===== config.mk =====
export PLATFORM = sky130hd
export DESIGN_NAME = risc_multicycle_ctrl
export DESIGN_NICKNAME = d
export VERILOG_FILES = /design/src/rtl/risc_pkg.sv /design/src/rtl/risc_ctrl_decode.sv /design/src/rtl/risc_multicycle_ctrl.sv
export SDC_FILE = /design/constraint.sdc
export NUM_CORES = 1
export LEC_CHECK = 0
export ABC_AREA = 1
export BUFFER_PORTS_ARGS = -buffer_cell sky130_fd_sc_hd__buf_4
export CAP_MARGIN = 20
export CORE_MARGIN = 2
export CORE_UTILIZATION = 45
export CTS_BUF_LIST = sky130_fd_sc_hd__clkbuf_2 sky130_fd_sc_hd__clkbuf_4 sky130_fd_sc_hd__clkbuf_8
export DETAILED_ROUTE_END_ITERATION = 12
export PLACE_DENSITY_LB_ADDON = 0.25
export SLEW_MARGIN = 40
export SYNTH_ARGS = -nofsm -noshare
export SYNTH_HDL_FRONTEND = slang
export SYNTH_SLANG_ARGS = --single-unit

===== constraint.sdc =====
create_clock -name clk -period 2.3 [get_ports clk]
set_clock_uncertainty 0.1 [all_clocks]
set_input_delay 0.115 -clock clk [delete_from_list [all_inputs] [get_ports clk]]
set_output_delay 0.115 -clock clk [all_outputs]
set_load 0.02 [all_outputs]

===== src/rtl/risc_pkg.sv =====
// Shared types for the 16-bit RISC core: opcodes, ALU selects, PC sources, controller states.
package risc_pkg;

  localparam int unsigned ALU_W = 3;
  localparam int unsigned PCS_W = 2;

  typedef enum logic [3:0] {
    OP_ADD   = 4'h0,
    OP_SUB   = 4'h1,
    OP_NOT   = 4'h2,
    OP_SHL   = 4'h3,
    OP_SHR   = 4'h4,
    OP_AND   = 4'h5,
    OP_OR    = 4'h6,
    OP_SLT   = 4'h7,
    OP_LD    = 4'h8,
    OP_ST    = 4'h9,
    OP_BEQ   = 4'hA,
    OP_BNE   = 4'hB,
    OP_JMP   = 4'hC,
    OP_ILL_D = 4'hD,
    OP_ILL_E = 4'hE,
    OP_HALT  = 4'hF
  } opcode_e;

  localparam logic [ALU_W-1:0] ALU_ADD = 3'b000;
  localparam logic [ALU_W-1:0] ALU_SUB = 3'b001;
  localparam logic [ALU_W-1:0] ALU_NOT = 3'b010;
  localparam logic [ALU_W-1:0] ALU_SHL = 3'b011;
  localparam logic [ALU_W-1:0] ALU_SHR = 3'b100;
  localparam logic [ALU_W-1:0] ALU_AND = 3'b101;
  localparam logic [ALU_W-1:0] ALU_OR  = 3'b110;
  localparam logic [ALU_W-1:0] ALU_SLT = 3'b111;

  localparam logic [PCS_W-1:0] PC_INC = 2'b00;
  localparam logic [PCS_W-1:0] PC_BR  = 2'b01;
  localparam logic [PCS_W-1:0] PC_JMP = 2'b10;

  typedef enum logic [2:0] {
    S_IDLE   = 3'd0,
    S_FETCH  = 3'd1,
    S_DECODE = 3'd2,
    S_EXEC   = 3'd3,
    S_MEM    = 3'd4,
    S_WB     = 3'd5,
    S_HALT   = 3'd6,
    S_ERR    = 3'd7
  } state_e;

endpackage


===== src/rtl/risc_ctrl_decode.sv =====
// Combinational opcode classifier feeding the multi-cycle controller.
module risc_ctrl_decode
  import risc_pkg::*;
(
  input  logic [3:0]       opc,
  output logic             is_alu,
  output logic             is_ld,
  output logic             is_st,
  output logic             is_br,
  output logic             br_ne,
  output logic             is_jmp,
  output logic             is_halt,
  output logic             is_illegal,
  output logic [ALU_W-1:0] alu_op
);

  always_comb begin
    is_alu     = 1'b0;
    is_ld      = 1'b0;
    is_st      = 1'b0;
    is_br      = 1'b0;
    br_ne      = 1'b0;
    is_jmp     = 1'b0;
    is_halt    = 1'b0;
    is_illegal = 1'b0;
    alu_op     = opc[2:0];
    case (opcode_e'(opc))
      OP_ADD, OP_SUB, OP_NOT, OP_SHL,
      OP_SHR, OP_AND, OP_OR, OP_SLT: is_alu = 1'b1;
      OP_LD:   is_ld = 1'b1;
      OP_ST:   is_st = 1'b1;
      OP_BEQ:  is_br = 1'b1;
      OP_BNE: begin
        is_br = 1'b1;
        br_ne = 1'b1;
      end
      OP_JMP:  is_jmp  = 1'b1;
      OP_HALT: is_halt = 1'b1;
      default: is_illegal = 1'b1;
    endcase
  end

endmodule


===== src/rtl/risc_multicycle_ctrl.sv =====
// Multi-cycle FETCH/DECODE/EXEC/MEM/WB controller with bounded memory waits.
// Build option RISC_ILLEGAL_TRAP_EN: illegal opcodes trap to ERR and raise illegal_op.
module risc_multicycle_ctrl
  import risc_pkg::*;
#(
  parameter int unsigned TIMEOUT_CYCLES = 255,
  parameter int unsigned OPC_W          = 4
) (
  input  logic             clk,
  input  logic             rst_n,
  input  logic             run,
  input  logic [15:0]      instr,
  input  logic             zero,
  output logic             imem_req,
  input  logic             imem_ready,
  output logic             dmem_req,
  output logic             dmem_we,
  input  logic             dmem_ready,
  output logic             ir_we,
  output logic             pc_we,
  output logic [PCS_W-1:0] pc_src,
  output logic             rf_we,
  output logic             wb_sel,
  output logic             alu_src_b,
  output logic [ALU_W-1:0] alu_ctrl,
  output logic             halted,
`ifdef RISC_ILLEGAL_TRAP_EN
  output logic             illegal_op,
`endif
  output logic             bus_err
);

  localparam int unsigned CNT_W   = (TIMEOUT_CYCLES > 1) ? $clog2(TIMEOUT_CYCLES) : 1;
  localparam int unsigned CNT_LIM = (TIMEOUT_CYCLES == 0) ? 0 : TIMEOUT_CYCLES - 1;
  localparam bit          TO_EN   = (TIMEOUT_CYCLES != 0);

  state_e             state_q, state_d, boundary;
  logic [CNT_W-1:0]   cnt_q, cnt_d;
  logic               timeout_c;
  logic               is_alu, is_ld, is_st, is_br, br_ne, is_jmp, is_halt, is_illegal;
  logic [ALU_W-1:0]   alu_op;
  logic               illegal_q;
  logic               unused_instr;

  assign unused_instr = ^instr[15-OPC_W:0];

  risc_ctrl_decode u_decode (
    .opc        (4'(instr[15 -: OPC_W])),
    .is_alu     (is_alu),
    .is_ld      (is_ld),
    .is_st      (is_st),
    .is_br      (is_br),
    .br_ne      (br_ne),
    .is_jmp     (is_jmp),
    .is_halt    (is_halt),
    .is_illegal (is_illegal),
    .alu_op     (alu_op)
  );

  // Counter holds the number of cycles already spent waiting; ready on the last allowed cycle still wins.
  assign timeout_c = TO_EN && (cnt_q == CNT_W'(CNT_LIM));
  assign boundary  = run ? S_FETCH : S_IDLE;

  always_ff @(posedge clk or negedge rst_n) begin
    if (!rst_n) begin
      state_q <= S_IDLE;
      cnt_q   <= '0;
    end else begin
      state_q <= state_d;
      cnt_q   <= cnt_d;
    end
  end

`ifdef RISC_ILLEGAL_TRAP_EN
  always_ff @(posedge clk or negedge rst_n) begin
    if (!rst_n) illegal_q <= 1'b0;
    else if (state_q == S_DECODE && is_illegal) illegal_q <= 1'b1;
  end
`else
  assign illegal_q = 1'b0;
`endif

  always_comb begin
    state_d   = state_q;
    cnt_d     = '0;
    imem_req  = 1'b0;
    dmem_req  = 1'b0;
    dmem_we   = 1'b0;
    ir_we     = 1'b0;
    pc_we     = 1'b0;
    pc_src    = PC_INC;
    rf_we     = 1'b0;
    wb_sel    = 1'b0;
    alu_src_b = 1'b0;
    alu_ctrl  = ALU_ADD;
    halted    = 1'b0;
    bus_err   = 1'b0;
`ifdef RISC_ILLEGAL_TRAP_EN
    illegal_op = 1'b0;
`endif
    case (state_q)
      S_IDLE: if (run) state_d = S_FETCH;
      S_FETCH: begin
        imem_req = 1'b1;
        if (imem_ready) begin
          ir_we   = 1'b1;
          state_d = S_DECODE;
        end else if (timeout_c) state_d = S_ERR;
        else cnt_d = cnt_q + CNT_W'(1);
      end
      S_DECODE: begin
        if (is_jmp) begin
          pc_we   = 1'b1;
          pc_src  = PC_JMP;
          state_d = boundary;
        end else if (is_halt) state_d = S_HALT;
        else if (is_illegal) begin
`ifdef RISC_ILLEGAL_TRAP_EN
          state_d = S_ERR;
`else
          pc_we   = 1'b1;
          state_d = boundary;
`endif
        end else state_d = S_EXEC;
      end
      S_EXEC: begin
        if (is_alu) begin
          alu_ctrl = alu_op;
          state_d  = S_WB;
        end else if (is_ld || is_st) begin
          alu_src_b = 1'b1;
          state_d   = S_MEM;
        end else if (is_br) begin
          alu_ctrl = ALU_SUB;
          pc_we    = 1'b1;
          pc_src   = (zero ^ br_ne) ? PC_BR : PC_INC;
          state_d  = boundary;
        end else state_d = boundary;
      end
      S_MEM: begin
        dmem_req = 1'b1;
        dmem_we  = is_st;
        if (dmem_ready) begin
          if (is_ld) state_d = S_WB;
          else begin
            pc_we   = 1'b1;
            state_d = boundary;
          end
        end else if (timeout_c) state_d = S_ERR;
        else cnt_d = cnt_q + CNT_W'(1);
      end
      S_WB: begin
        rf_we   = 1'b1;
        wb_sel  = is_ld;
        pc_we   = 1'b1;
        state_d = boundary;
      end
      S_HALT: halted = 1'b1;
      S_ERR: begin
        bus_err = ~illegal_q;
`ifdef RISC_ILLEGAL_TRAP_EN
        illegal_op = illegal_q;
`endif
      end
      default: state_d = S_IDLE;
    endcase
  end

endmodule


==> summary.txt <==
Die
  – Horizontal die dimension: between 40 and 50 µm
  – Standard-cell rows: 15
  – Effective utilization at floorplan: 0.484
  – Total Die Area: 2240 µm²
  – IO Count: 37
  – Die Y-Extent: 47.3 µm
  – Core region area: 1750 µm²

Worst setup path
  – Register-to-register setup slack: 0.83 ns
  – Kind of critical path: flip-flop to primary output
  – CP endpoint kind: primary output
  – Worst Setup Start Kind: flip-flop
  – Maximum fanout encountered on the critical timing path: 10
  – Critical Path RT: roughly 2.1 ns
  – Arrival time at the worst endpoint: between 1.5 and 2 ns

Cells and area
  – Ant diodes: 0
  – Proportion of layout cells with a drive suffix above 1: 0.215
  – Synthesis-to-layout area growth: 28.1%
  – Final nets: about 180

Routing
  – First-pass DRT Iterations: 4
  – DRC violation count after routing: 0
  – Average wire per standard cell: 10.1 µm
  – Via count: 871
  – Routed Antenna Nets: 0
  – WL final: 1850 µm
  – Detailed-route vias per instance: 4.76
  – Iteration-0 DRC Markers: 20

Timing
  – Final-report max-slew violation count: 0
  – Setup repair after global routing missed its margin: false
  – Setup Viol. Count Final: 0
  – Total negative slack for setup checks: 0 ns
  – Period utilization: 0.807
  – Post-layout minimum cycle time: roughly 1.9 ns
  – Slew @ Worst Pin: 0.276 ns
  – Hold Fails Final Rpt: 0
  – Worst hold-check slack: 0.0921 ns
  – Max Clock Freq: 539 MHz
  – Worst slew margin relative to its limit: 0.815

Power and ir drop
  – Power density over the cells: 329 nW/µm²
  – Peak supply drop: between 400 and 500 µV
  – Total Power Consumption: approximately 360 µW
  – Leak: 0.000573 µW

Clock tree
  – TritonCTS clock tree: yes
  – H-Tree Depth: 1
  – Longest Clk Path Bufs: 2
  – Register clock-pin slew on the reported worst setup and hold paths: 0.07 ns
  – Setup bufs post-CTS: 0
  – Clock network latency to the later pin of the worst-skew pair: 0.27 ns
  – Clock tree root driver cell: sky130_fd_sc_hd__clkbuf_4
  – Total clock buffers created by CTS: 3
  – Number of clock sinks: 11

Synth
  – Portion of synthesized cell area occupied by the leading cell type: 0.326
  – Synth warn: 0
  – Flop and latch count out of synthesis: 11
  – Gate count after technology mapping: 130
  – Mapped cell area: approximately 840 µm²
  – Count of distinct cell types in the synthesized netlist: 22
  – Mean instance size in the synthesized netlist: roughly 6.5 µm²
  – Main area contributors after synthesis: sky130_fd_sc_hd__dfrtp_1 33%, sky130_fd_sc_hd__nand2_1 16%, sky130_fd_sc_hd__nor2_1 11%
  – Mapped Nets: 154
  – Part of the Yosys area used for sequential elements: 0.326
  – Largest area contributor in the synthesized netlist: sky130_fd_sc_hd__dfrtp_1

Placed design
  – Routability congestion estimate: between 0.8 and 0.9
  – Count of input and output buffers: 24
  – Post-DP HPWL: 1530 µm

GRT
  – Antenna violations before repair: 0
  – Maximum number of pins on one net before global-route repair: 12
  – Via count of the first global-routing pass: 684
  – Global-route wire length before repair: 2800 µm
  – Total grt overflow: 0
  – Total global-route track usage: 0.178

Min path
  – Path category of the worst min-delay check: input port to flip-flop

Job
  – Number of max-cap violations: 0

Run status
  – Outcome: completed
## metrics by stage
stage | util | std cells | cell area, µm² | setup slack (ns)
after floorplan | - | 130 | 845 | 0.806
after global placement | 0.599 | 178 | 1040 | 0.787
after detailed placement | 0.599 | 178 | 1040 | 0.772
after CTS | 0.620 | 183 | 1080 | 0.460
after global routing | 0.620 | 183 | 1080 | 0.285
final | 0.620 | 183 | 1080 | 0.443
## layout by cell type (no fill, tap or decap), drive strengths merged
| cell type | netlist | final |
|---|---|---|
| a21oi | 3 | 3 |
| nand4 | 2 | 2 |
| dfrtp | 11 | 11 |
| o2111ai | 1 | 1 |
| ha | 2 | 2 |
| buf | 1 | 24 |
| dlygate4sd3 | 0 | 1 |
| nor4 | 1 | 1 |
| nand3b | 1 | 1 |
| o211ai | 1 | 1 |
| nor3 | 5 | 5 |
| o21bai | 1 | 1 |
| inv | 20 | 20 |
| nand2 | 38 | 38 |
| nand3 | 12 | 12 |
| clkinv | 0 | 1 |
| clkbuf | 0 | 3 |
| xnor2 | 3 | 3 |
| nor2 | 25 | 25 |
| o21ai | 2 | 2 |
| xor2 | 1 | 1 |
## cells in the mapped netlist
cell type                   instances
sky130_fd_sc_hd__nand2_1           36
sky130_fd_sc_hd__nor2_1            25
sky130_fd_sc_hd__inv_1             19
sky130_fd_sc_hd__nand3_1           12
sky130_fd_sc_hd__dfrtp_1           11
sky130_fd_sc_hd__a21oi_1            3
sky130_fd_sc_hd__nor3_1             3
sky130_fd_sc_hd__xnor2_1            3
sky130_fd_sc_hd__ha_1               2
sky130_fd_sc_hd__nand4_1            2
sky130_fd_sc_hd__nor3_2             2
sky130_fd_sc_hd__o21ai_0            2
sky130_fd_sc_hd__buf_6              1
sky130_fd_sc_hd__inv_2              1
sky130_fd_sc_hd__nand2_2            1
sky130_fd_sc_hd__nand2_4            1
sky130_fd_sc_hd__nand3b_1           1
sky130_fd_sc_hd__nor4_2             1
sky130_fd_sc_hd__o2111ai_1          1
sky130_fd_sc_hd__o211ai_1           1
sky130_fd_sc_hd__o21bai_1           1
sky130_fd_sc_hd__xor2_1             1
## per-layer routing
layer | wire length (µm) | up-vias | GRT usage | part of all wire
li1 | - | 465 | - | -
met5 | 0 | - | 0 | 0
met1 | 922 | 386 | 0.262 | 0.50
met3 | 97 | 0 | 0.0577 | 0.052
met2 | 829 | 20 | 0.262 | 0.45
met4 | 0 | 0 | 0.0167 | 0
## layout make-up
| class | count | area [µm²] |
|---|---|---|
| repair buffers | 25 | 190 |
| multi-input cells | 98 | 483 |
| inverters | 20 | 75.1 |
| flip-flops and latches | 11 | 275 |
| clock inverters | 1 | 5.00 |
| well taps | 25 | 31.3 |
| fillers | 181 | 663 |
| clock buffers | 3 | 22.5 |
## sequential cells by signal, summed over array words and instances (netlist names)
signal   cells
state_q      3
cnt_q        8
## critical path, stage by stage (launching register included)
cell and delay [ns]:
sky130_fd_sc_hd__dfrtp_1 0.47, sky130_fd_sc_hd__inv_1 0.15, sky130_fd_sc_hd__nand2_1 0.09, sky130_fd_sc_hd__nor2_1 0.22, sky130_fd_sc_hd__inv_1 0.10, sky130_fd_sc_hd__nor4_2 0.16, sky130_fd_sc_hd__buf_4 0.18
## worst paths after layout
kind                            startpoint         end  cells after the start
worst max-delay path            state_q[2]   pc_src[1]                      6
worst min-delay path            imem_ready  state_q[2]                      4
worst max register to register    cnt_q[0]  state_q[1]                      8
worst min register to register    cnt_q[0]    cnt_q[0]                      1
max in group asynchronous            rst_n    cnt_q[4]                      2
min in group asynchronous            rst_n    cnt_q[3]                      2
## power breakdown
group	switching [µW]	internal [µW]
Combinational	20.0	16.1
Clock	62.9	64.3
Sequential	0	193
## timing repair
item	4_1_cts	5_1_grt
resized for setup	0	0
endpoints found under the hold margin	11	0
hold buffers	1	0
setup endpoints to repair	0	0
## logic make-up (layout without fill, tap and decap cells)
logic type,count (synthesis),in the layout,synth area share
and+or+nand+nor,84,84,0.443
buffers and inverters,21,49,0.102
DFF,11,11,0.326
AOI/OAI and AO/OA,8,8,0.0578
xor gates and xnor gates,4,4,0.0415
adders and majority gates,2,2,0.0296
No activity file was read; power rests on OpenSTA's default activity.
